`src/rtl/head_ptr_lookup_pkg.sv`:
```
// Shared types and constants for the hash-table search path: command and task
// structs, head-table entry layout, and the key-to-bucket fold.
package head_ptr_lookup_pkg;

  localparam int KEY_WIDTH        = 32;
  localparam int VALUE_WIDTH      = 16;
  localparam int TABLE_ADDR_WIDTH = 8;
  localparam int A_WIDTH          = TABLE_ADDR_WIDTH;
  localparam int BUCKET_WIDTH     = 8;
  localparam int NUM_BUCKETS      = 1 << BUCKET_WIDTH;
  localparam int HASH_CHUNKS      = (KEY_WIDTH + BUCKET_WIDTH - 1) / BUCKET_WIDTH;

  typedef enum logic [1:0] {
    OP_SEARCH = 2'd0,
    OP_INSERT = 2'd1,
    OP_DELETE = 2'd2
  } ht_opcode_t;

  typedef struct packed {
    logic [KEY_WIDTH-1:0]   key;
    logic [VALUE_WIDTH-1:0] value;
    ht_opcode_t             opcode;
  } ht_command_t;

  typedef struct packed {
    logic               ptr_val;
    logic [A_WIDTH-1:0] ptr;
  } head_ram_data_t;

  typedef struct packed {
    ht_command_t             cmd;
    logic [BUCKET_WIDTH-1:0] bucket;
    logic [A_WIDTH-1:0]      head_ptr;
    logic                    head_ptr_val;
  } ht_pdata_t;

  // Control FSM state, also visible on the debug port of the lookup stage.
  typedef enum logic [1:0] {
    CLEAR_S = 2'd0,
    RUN_S   = 2'd1,
    DRAIN_S = 2'd2
  } hpl_state_t;

  // XOR-fold of the key in BUCKET_WIDTH chunks, LSB-aligned; the top chunk
  // is zero-padded when KEY_WIDTH is not a multiple of BUCKET_WIDTH.
  function automatic logic [BUCKET_WIDTH-1:0] hash_fold(input logic [KEY_WIDTH-1:0] key);
    logic [HASH_CHUNKS*BUCKET_WIDTH-1:0] padded;
    logic [BUCKET_WIDTH-1:0]             acc;
    padded                = '0;
    padded[KEY_WIDTH-1:0] = key;
    acc                   = '0;
    for (int i = 0; i < HASH_CHUNKS; i++) begin
      acc = acc ^ padded[i*BUCKET_WIDTH +: BUCKET_WIDTH];
    end
    return acc;
  endfunction

endpackage

```
`src/rtl/ht_pdata_fifo2.sv`:
```
// Two-entry task FIFO between the head-table read and the search stage.
// Handshake: a transfer happens on a side in any cycle where valid && ready;
// the sender holds data and valid stable until that cycle.
module ht_pdata_fifo2
  import head_ptr_lookup_pkg::*;
(
  input  logic      clk_i,
  input  logic      rst_n_i,
  input  ht_pdata_t in_data,
  input  logic      in_valid,
  output logic      in_ready,
  output ht_pdata_t out_data,
  output logic      out_valid,
  input  logic      out_ready
);

  ht_pdata_t  mem_q [2];
  logic       wr_ptr_q;
  logic       rd_ptr_q;
  logic [1:0] count_q;
  logic       push;
  logic       pop;

  assign in_ready  = (count_q != 2'd2);
  assign out_valid = (count_q != 2'd0);
  assign out_data  = mem_q[rd_ptr_q];
  assign push      = in_valid && in_ready;
  assign pop       = out_valid && out_ready;

  // Storage, pointers and fill count; everything clears on reset so the
  // output reads as all-zero straight out of reset.
  always_ff @(posedge clk_i or negedge rst_n_i) begin
    if (!rst_n_i) begin
      for (int i = 0; i < 2; i++) mem_q[i] <= '0;
      wr_ptr_q <= 1'b0;
      rd_ptr_q <= 1'b0;
      count_q  <= 2'd0;
    end else begin
      if (push) begin
        mem_q[wr_ptr_q] <= in_data;
        wr_ptr_q        <= ~wr_ptr_q;
      end
      if (pop) rd_ptr_q <= ~rd_ptr_q;
      unique case ({push, pop})
        2'b10:   count_q <= count_q + 2'd1;
        2'b01:   count_q <= count_q - 2'd1;
        default: count_q <= count_q;
      endcase
    end
  end

endmodule

```
`src/rtl/head_ptr_lookup.sv`:
```
// Front stage of the hash search path: hashes the command key, reads the
// bucket head pointer from the head table and hands a task to the search
// stage. Also owns head-table clearing and applies head-pointer updates.
// Handshakes: cmd and pdata transfer on valid && ready; pdata is held stable
// while valid && !ready.
module head_ptr_lookup
  import head_ptr_lookup_pkg::*;
(
  input  logic                    clk_i,
  input  logic                    rst_n_i,
  input  ht_command_t             cmd_i,
  input  logic                    cmd_valid_i,
  output logic                    cmd_ready_o,
  output ht_pdata_t               pdata_o,
  output logic                    pdata_valid_o,
  input  logic                    pdata_ready_i,
  input  logic                    head_upd_en_i,
  input  logic [BUCKET_WIDTH-1:0] head_upd_bucket_i,
  input  logic [A_WIDTH-1:0]      head_upd_ptr_i,
  input  logic                    head_upd_ptr_val_i,
  input  logic                    clear_req_i,
  output logic                    init_done_o,
  output hpl_state_t              state_o
);

  hpl_state_t              state_q, state_d;
  logic [BUCKET_WIDTH-1:0] clr_cnt_q;
  logic                    clr_last;
  logic                    clearing;
  logic [1:0]              occ_q;
  logic                    accept;
  logic                    pop;
  logic [BUCKET_WIDTH-1:0] cmd_bucket;

  logic                    upd_live;
  head_ram_data_t          upd_data;
  logic                    ram_we;
  logic [BUCKET_WIDTH-1:0] ram_waddr;
  head_ram_data_t          ram_wdata;
  head_ram_data_t          head_mem [NUM_BUCKETS];
  head_ram_data_t          rd_data_q;

  logic                    s1_valid_q;
  ht_command_t             s1_cmd_q;
  logic [BUCKET_WIDTH-1:0] s1_bucket_q;
  logic                    s1_byp_q;
  head_ram_data_t          s1_byp_data_q;
  head_ram_data_t          push_head;
  ht_pdata_t               push_data;
  logic                    fifo_in_ready;

  assign cmd_bucket = hash_fold(cmd_i.key);
  assign accept     = cmd_valid_i && cmd_ready_o;
  assign pop        = pdata_valid_o && pdata_ready_i;
  assign clr_last   = (clr_cnt_q == BUCKET_WIDTH'(NUM_BUCKETS - 1));
  assign state_o    = state_q;

  // Updates from the insert/delete engine are dropped while clearing.
  assign upd_live = head_upd_en_i && !clearing;
  assign upd_data = '{ptr_val: head_upd_ptr_val_i, ptr: head_upd_ptr_i};

  // FSM state register.
  always_ff @(posedge clk_i or negedge rst_n_i) begin
    if (!rst_n_i) state_q <= CLEAR_S;
    else          state_q <= state_d;
  end

  // FSM next state: clear all buckets, run, and drain pending tasks before re-clearing.
  always_comb begin
    state_d = state_q;
    unique case (state_q)
      CLEAR_S: if (clr_last)      state_d = RUN_S;
      RUN_S:   if (clear_req_i)   state_d = DRAIN_S;
      DRAIN_S: if (occ_q == 2'd0) state_d = CLEAR_S;
      default:                    state_d = CLEAR_S;
    endcase
  end

  // FSM outputs; ready also admits a new task when one leaves in the same cycle.
  always_comb begin
    cmd_ready_o = 1'b0;
    init_done_o = 1'b0;
    clearing    = 1'b0;
    unique case (state_q)
      CLEAR_S: clearing = 1'b1;
      RUN_S: begin
        init_done_o = 1'b1;
        cmd_ready_o = !clear_req_i && ((occ_q < 2'd2) || pop);
      end
      default: ;
    endcase
  end

  // Clear sweep counter; sits at zero outside CLEAR_S so each clear starts at bucket 0.
  always_ff @(posedge clk_i or negedge rst_n_i) begin
    if (!rst_n_i)      clr_cnt_q <= '0;
    else if (clearing) clr_cnt_q <= clr_cnt_q + 1'b1;
    else               clr_cnt_q <= '0;
  end

  // Tasks accepted but not yet taken by the search stage (in flight or queued).
  always_ff @(posedge clk_i or negedge rst_n_i) begin
    if (!rst_n_i) begin
      occ_q <= 2'd0;
    end else begin
      unique case ({accept, pop})
        2'b10:   occ_q <= occ_q + 2'd1;
        2'b01:   occ_q <= occ_q - 2'd1;
        default: occ_q <= occ_q;
      endcase
    end
  end

  assign ram_we    = clearing || upd_live;
  assign ram_waddr = clearing ? clr_cnt_q : head_upd_bucket_i;
  assign ram_wdata = clearing ? head_ram_data_t'('0) : upd_data;

  // Head table: one write port, one registered read port (old data on a same-address collision).
  always_ff @(posedge clk_i) begin
    if (ram_we) head_mem[ram_waddr] <= ram_wdata;
    if (accept) rd_data_q <= head_mem[cmd_bucket];
  end

  // In-flight read: command, bucket and any update to that bucket seen in the issue cycle.
  always_ff @(posedge clk_i or negedge rst_n_i) begin
    if (!rst_n_i) begin
      s1_valid_q    <= 1'b0;
      s1_cmd_q      <= '0;
      s1_bucket_q   <= '0;
      s1_byp_q      <= 1'b0;
      s1_byp_data_q <= '0;
    end else begin
      s1_valid_q <= accept;
      if (accept) begin
        s1_cmd_q      <= cmd_i;
        s1_bucket_q   <= cmd_bucket;
        s1_byp_q      <= upd_live && (head_upd_bucket_i == cmd_bucket);
        s1_byp_data_q <= upd_data;
      end
    end
  end

  // Returned head entry with bypass; a data-return-cycle update beats an issue-cycle one.
  always_comb begin
    push_head = rd_data_q;
    if (s1_byp_q) push_head = s1_byp_data_q;
    if (upd_live && (head_upd_bucket_i == s1_bucket_q)) push_head = upd_data;
    push_data              = '0;
    push_data.cmd          = s1_cmd_q;
    push_data.bucket       = s1_bucket_q;
    push_data.head_ptr     = push_head.ptr;
    push_data.head_ptr_val = push_head.ptr_val;
  end

  ht_pdata_fifo2 u_fifo (
    .clk_i     (clk_i),
    .rst_n_i   (rst_n_i),
    .in_data   (push_data),
    .in_valid  (s1_valid_q),
    .in_ready  (fifo_in_ready),
    .out_data  (pdata_o),
    .out_valid (pdata_valid_o),
    .out_ready (pdata_ready_i)
  );

  // The occupancy limit on accepts means the FIFO always has room for a returning read.
  a_no_overflow: assert property (@(posedge clk_i) disable iff (!rst_n_i)
                                  s1_valid_q |-> fifo_in_ready);

endmodule
```
`config.mk`:
```
export PLATFORM = sky130hd
export DESIGN_NAME = head_ptr_lookup
export DESIGN_NICKNAME = d
export VERILOG_FILES = /design/src/rtl/head_ptr_lookup_pkg.sv /design/src/rtl/ht_pdata_fifo2.sv /design/src/rtl/head_ptr_lookup.sv
export SDC_FILE = /design/constraint.sdc
export NUM_CORES = 2
export LEC_CHECK = 0
export ABC_AREA = 1
export CAP_MARGIN = 15
export CORE_ASPECT_RATIO = 1.2
export CORE_UTILIZATION = 36
export DETAILED_ROUTE_END_ITERATION = 8
export MAX_ROUTING_LAYER = met4
export PLACE_DENSITY = 0.57
export SYNTH_ARGS = -nofsm -noshare
export SYNTH_HDL_FRONTEND = slang
export SYNTH_SLANG_ARGS = --single-unit
```
`constraint.sdc`:
```
create_clock -name clk_i -period 13.1 [get_ports clk_i]
set_clock_uncertainty 0.2 [all_clocks]
set_input_delay 1.31 -clock clk_i [delete_from_list [all_inputs] [get_ports clk_i]]
set_output_delay 1.31 -clock clk_i [all_outputs]
set_load 0.05 [all_outputs]
```
### After elaboration in Yosys (flattened, before gate mapping)

Memories as Yosys holds them, arrays and structs flattened. A register that Yosys moved wholly into a read port is not among the register bits.
Index checks and enable logic that the tools add are counted.

| operators by class | value |
|---|---|
| add/subtract/negate cells | 5 |
| order comparisons | 4 |
| eq/ne operators | 13 |
| multiplexer cells | 22 |
| bitwise operators | 7 |
| reductions and logical operators | 18 |

Operators by type and width:

| cell | count |
|---|---|
| $mux 67 | 4 |
| $bwmux 134 | 1 |
| $demux 67 s1 | 1 |
| $mux 9 | 3 |
| $xor 8x8->8 | 3 |
| $eq 8x8->1 | 2 |
| $mux 8 | 2 |
| $add 8x1->8 const B | 1 |
| $eq 8x8->1 const B | 1 |
| $logic_and 1x1->1 | 8 |
| $ne 2x2->1 const B | 4 |
| $pmux 2 s2 | 2 |
| $eq 2x1->1 const B | 3 |
| $eq 2x2->1 const B | 3 |
| $mux 2 | 3 |
| $pmux 2 s3 | 1 |
| $reduce_bool 2->1 | 3 |
| $mux 1 | 5 |
| $add 2x1->2 const B | 2 |
| $ge 2x2->1 const B | 2 |
| $logic_not 2->1 | 2 |
| $not 1->2 | 2 |
| $sub 2x1->2 const B | 2 |
| $reduce_and 3->1 | 1 |
| other kinds (5) | 8 |

| word-level totals | value |
|---|---|
| register bits | 219 |
| memory bits (writable) | 2304 |
| input bits | 73 |
| output and inout port bits | 72 |
| memories kept | 1 |

Memory list:

| name | depth | bits a word | read ports | clocked after memory_dff | wr ports | RTL line | text |
|---|---|---|---|---|---|---|---|
| head_mem | 256 | 9 | 1 | 1 | 1 | head_ptr_lookup.sv:40 | `head_ram_data_t head_mem [NUM_BUCKETS];` |

### Logic depth before layout (Yosys ltp)

| depth | value |
|---|---|
| depth after elaboration | 8 |
| depth in mapped cells | 18 |

### Cells and area by module

From an unflattened synthesis, not the netlist that was laid out.

| second synthesis, totals | value |
|---|---|
| cells, all modules | 10163 |
| area total of the unflattened synthesis | 109714.0 µm² |

Modules (own cells, without submodules):

| module | times used | cells an instance | area an instance (µm²) |
|---|---|---|---|
| head_ptr_lookup | 1 | 9322 | 103118.9 |
| ht_pdata_fifo2 | 1 | 841 | 6595.1 |

### Worst setup path after synthesis

No wires, ideal clock.

| path | value |
|---|---|
| path kind | input port to flip-flop |
| start | in head_upd_ptr_i[0] |
| end | mem head_mem[0][0] in the netlist's numbering, data pin |
| setup time | 1.393 ns |
| data arrival time | 7.203 ns |
| required time | 11.507 ns |
| path slack | 4.304 ns |
| stages on the path | 2 |
| buffers on the path | 0 |
| cell sequence | inv_1 -> nor2_1 |

RTL lines:

| element | RTL line | text |
|---|---|---|
| start, declared | head_ptr_lookup.sv:19 | `input logic [A_WIDTH-1:0] head_upd_ptr_i,` |
| end, declared | head_ptr_lookup.sv:40 |  |

### Worst setup path in the final report

| path | value |
|---|---|
| start | in cmd_i[18] in the netlist's numbering |
| end | reg rd_data_q[0] (netlist name) |

| between the ends | value |
|---|---|
| cells in the longest elaborated chain, start to end | 3 |

RTL lines:

| element | RTL line | text |
|---|---|---|
| start, declared | head_ptr_lookup.sv:11 | `input ht_command_t cmd_i,` |
| $xor 8x8->8 (3 in series) | head_ptr_lookup_pkg.sv:53 | `acc = acc ^ padded[i*BUCKET_WIDTH +: BUCKET_WIDTH];` |

Every way passes these cells.
A chain may end at the register's enable or synchronous reset.

==> metrics.txt <==
critical path's slowest cell=buf_4; crit path launch type=primary input; CTS Hold Buffers Added=0; max_cap viols=0; CTS sink cnt=2,532; P_leak=46.3 nW; Hold Path Stages=2; first-pass GRT wire length=~480,000 um; Net Count, Synth=between 10,000 and 15,000; DIE AREA=0.304 mm^2; CTS tree=done; period utilisation layout=50.0%; PostCTS Resize Cnt=0; largest net degree at the start of global routing=228; most frequent cell after synthesis=nand2_1; Clock Pin Slew Worst Setup and Hold Paths=approximately 0.060 ns; post-synthesis sequential area ratio=68.9%; CP Data Required Time=13.55 ns; fin util=40.4%; WL/cell=23.0 um; cell area after synthesis=around 0.11 mm^2; Rows=220; Die Y=604 um; Fin. Hold Viols=0; dpl hpwl=175,000 um; initial antenna violation count=9; CORE AREA=approximately 0.30 mm^2; placed cells=13,576; total CTS buffers=243; Post-synth top flop=edfxtp_1; capturing point of the worst reg2reg path=head_mem[181][4]$_DFFE_PP_; # H-tree levels=4; nets=around 9,900; RSZ-0062 raised after global routing=no; Setup WS pre-CTS=around 5.7 ns; status=completed; crit-path max cell delay=between 0.8 and 0.9 ns; CTS root buffer=clkbuf_16; list of most frequent post-synthesis cells=nand2_1 (2,905), edfxtp_1 (2,313), nand3_1 (1,830), inv_1 (797), nand3b_1 (537); DRT Pass-1 Iters=8; area leader, netlist=edfxtp_1; Clock Tree Buf Depth=4; Max FO, Critical Path=86; hold wc startpoint=u_fifo.mem_q[115]$_DFFE_PN0P_; # port buffers=around 140; vias=between 70,000 and 80,000; Area Growth Syn to Fin=11.4%; DRC=0; final setup violating endpoints=0; mean area per synthesized cell=about 11 um^2; Tightest Hold Check Type=register to register; Setup TNS=0 ns; power per cell area=162 mW/mm^2; Critical Path Sink Type=register; Yosys top cell area share=63.8%; vias in the first global route=between 70,000 and 80,000; share of cells above drive strength 1=4.87%; remaining antenna violation count=0; cell with the most instances on the worst path=nand3_1; Post-synth EDFFs=roughly 2,300; Ports=145; RD Place Congestion=0.869; top cells by area, synth=edfxtp_1 (64%), nand2_1 (10%), nand3_1 (8.4%), dfrtp_1 (5.0%), nand3b_1 (3.7%); min setup slack post-route=6.55 ns; total track usage=around a fifth; Post-CTS Setup Bufs=0; Post-Syn Instances=between 9,000 and 10,000; r2r worst-path depth=7; hold_ws=0.282 ns; worst hold endpoint=u_fifo.mem_q[115]$_DFFE_PN0P_; Starting Density=36.3%; drt via density=5.27; Critical Path AT=7.00 ns; die width=504 um; Skew-Pair Late Insertion Delay=between 0.9 and 1 ns; total wire length=322,000 um; asr flop ratio synth=8.65%; relative slew slack=16.8%; 1st-iter DRT viols=7,703; Max Freq=roughly 150 MHz; worst setup path start=cmd_i[18]; Slew Viols, Final=0; Worst R2R Setup Slack=~8.1 ns; Yosys reg bits=between 2,000 and 3,000; actual slew at the worst max-slew pin=1.24 ns; total of fill cells in the finished design=28,541; GRT overflow=0; Crit Path Class=primary input to register; Worst VDD drop=0.148 mV; Worst R2R Start=state_o[0]$_DFFE_PN0P_; critical path cell sequence=clkdlybuf4s50_1 -> nand2_1 -> inv_1 -> nor2_1 -> nand2_8 -> nand2_8 -> buf_4 -> buf_4 -> nand2_1 -> nand3_1 -> nand3_1 -> nand3_1 -> nand3_1 -> nand3_1 -> nand3_1 -> nand3_1 -> nand2_1; Final Non-Filler Cells=14,023; final critical-path required period=6.55 ns; Yosys cell types=33; Warnings, synthesis=0
[worst max-delay path by stage]
stage | end | cells past startpoint
global route | rd_data_q[4]$_DFFE_PP_ | 17
finish | rd_data_q[0]$_DFFE_PP_ | 17
CTS | rd_data_q[3]$_DFFE_PP_ | 17
floorplan | head_mem[0][0]$_DFFE_PP_ | 2
detailed placement | rd_data_q[3]$_DFFE_PP_ | 17
global placement | rd_data_q[3]$_DFFE_PP_ | 17
[area by class of cell]
type / instances / area [um^2] / share of cell area, %
sequential: 2532 / 74900 / 61.8
multi-input combinational: 5985 / 28100 / 23.2
clock buffer: 289 / 6340 / 5.23
tap: 3996 / 5000 / 4.12
inverter: 806 / 3050 / 2.51
timing repair buffer: 259 / 2580 / 2.13
clock inverter: 150 / 1270 / 1.05
antenna: 6 / 15.0 / 0.0124
[state kept, by name, summed over array words and instances, names as in the netlist]
signal	cells
push_data	50
clr_cnt_q	8
s1_valid_q	1
rd_data_q	9
head_mem	2304
state_o	2
u_fifo.mem_q	134
u_fifo.count_q	2
s1_bucket_q	8
u_fifo.wr_ptr_q	1
occ_q	2
u_fifo.rd_ptr_q	1
s1_byp_data_q	9
s1_byp_q	1
[per-layer routing]
metal | track usage (%) | vias up | routed length (um)
li1 | - | 33744 | -
met1 | 27.4 | 36538 | 132000
met2 | 34.2 | 2968 | 153000
met3 | 2.58 | 593 | 23300
met4 | 8.50 | 0 | 13700
met5 | - | - | 0
[stage by stage]
step                      cell area (um^2)  power [mW]
final                               121000        19.7
after global routing                121000        20.2
after CTS                           121000        19.7
after detailed placement            114000        12.9
after global placement              114000        12.9
after floorplan                     109000        11.4
[report_power, final]
group          leakage [nW]  switching [mW]  total [mW]  internal, mW
Combinational          18.5            2.81        3.61         0.803
Clock                  3.71            3.08        6.92          3.84
Sequential             24.1          0.0687        9.12          9.05
Total                  46.3            5.96        19.7          13.7
[critical path: cells and delay by family]
family        cells  cell delay [ns]
buf+inv           4             2.18
simple gates     13             3.31
[cell usage in the layout, fill, tap and decap left out, types with 5 or more instances in the layout]
master	netlist	routed
nand2_1	2905	2896
edfxtp_1	2313	2313
nand3_1	1830	1821
inv_1	797	795
nand3b_1	537	537
nor2_1	297	287
clkbuf_16	0	246
o21ai_0	223	223
dfrtp_1	219	218
clkdlybuf4s50_1	0	143
o211ai_1	119	119
buf_4	18	92
clkinv_1	4	79
clkbuf_1	204	40
clkinv_2	0	36
bufinv_16	0	21
buf_12	0	21
xor2_1	19	15
nor2_4	1	11
xnor2_1	12	10
mux2i_1	9	9
nand2_2	3	8
a21oi_1	7	7
nand3_2	0	7
diode_2	0	6
clkinvlp_4	0	6
clkinv_4	0	5
[logic make-up (layout without fill, tap and decap cells)]
kind of cell             count (synthesis)  in the layout  synth area share (%)
other                                    0              6                     0
AO/OA/AOI/OAI                          357            357                  1.93
adder cells (fa/ha/maj)                  3              3                0.0345
XOR/XNOR                                31             31                 0.249
multiplexers                             9              9                0.0828
flip-flops                            2532           2532                  68.9
AND/OR/NAND/NOR                       5585           5585                  23.3
buffers and inverters                 1471           1504                  5.59
(Power assumes the default switching activity.)
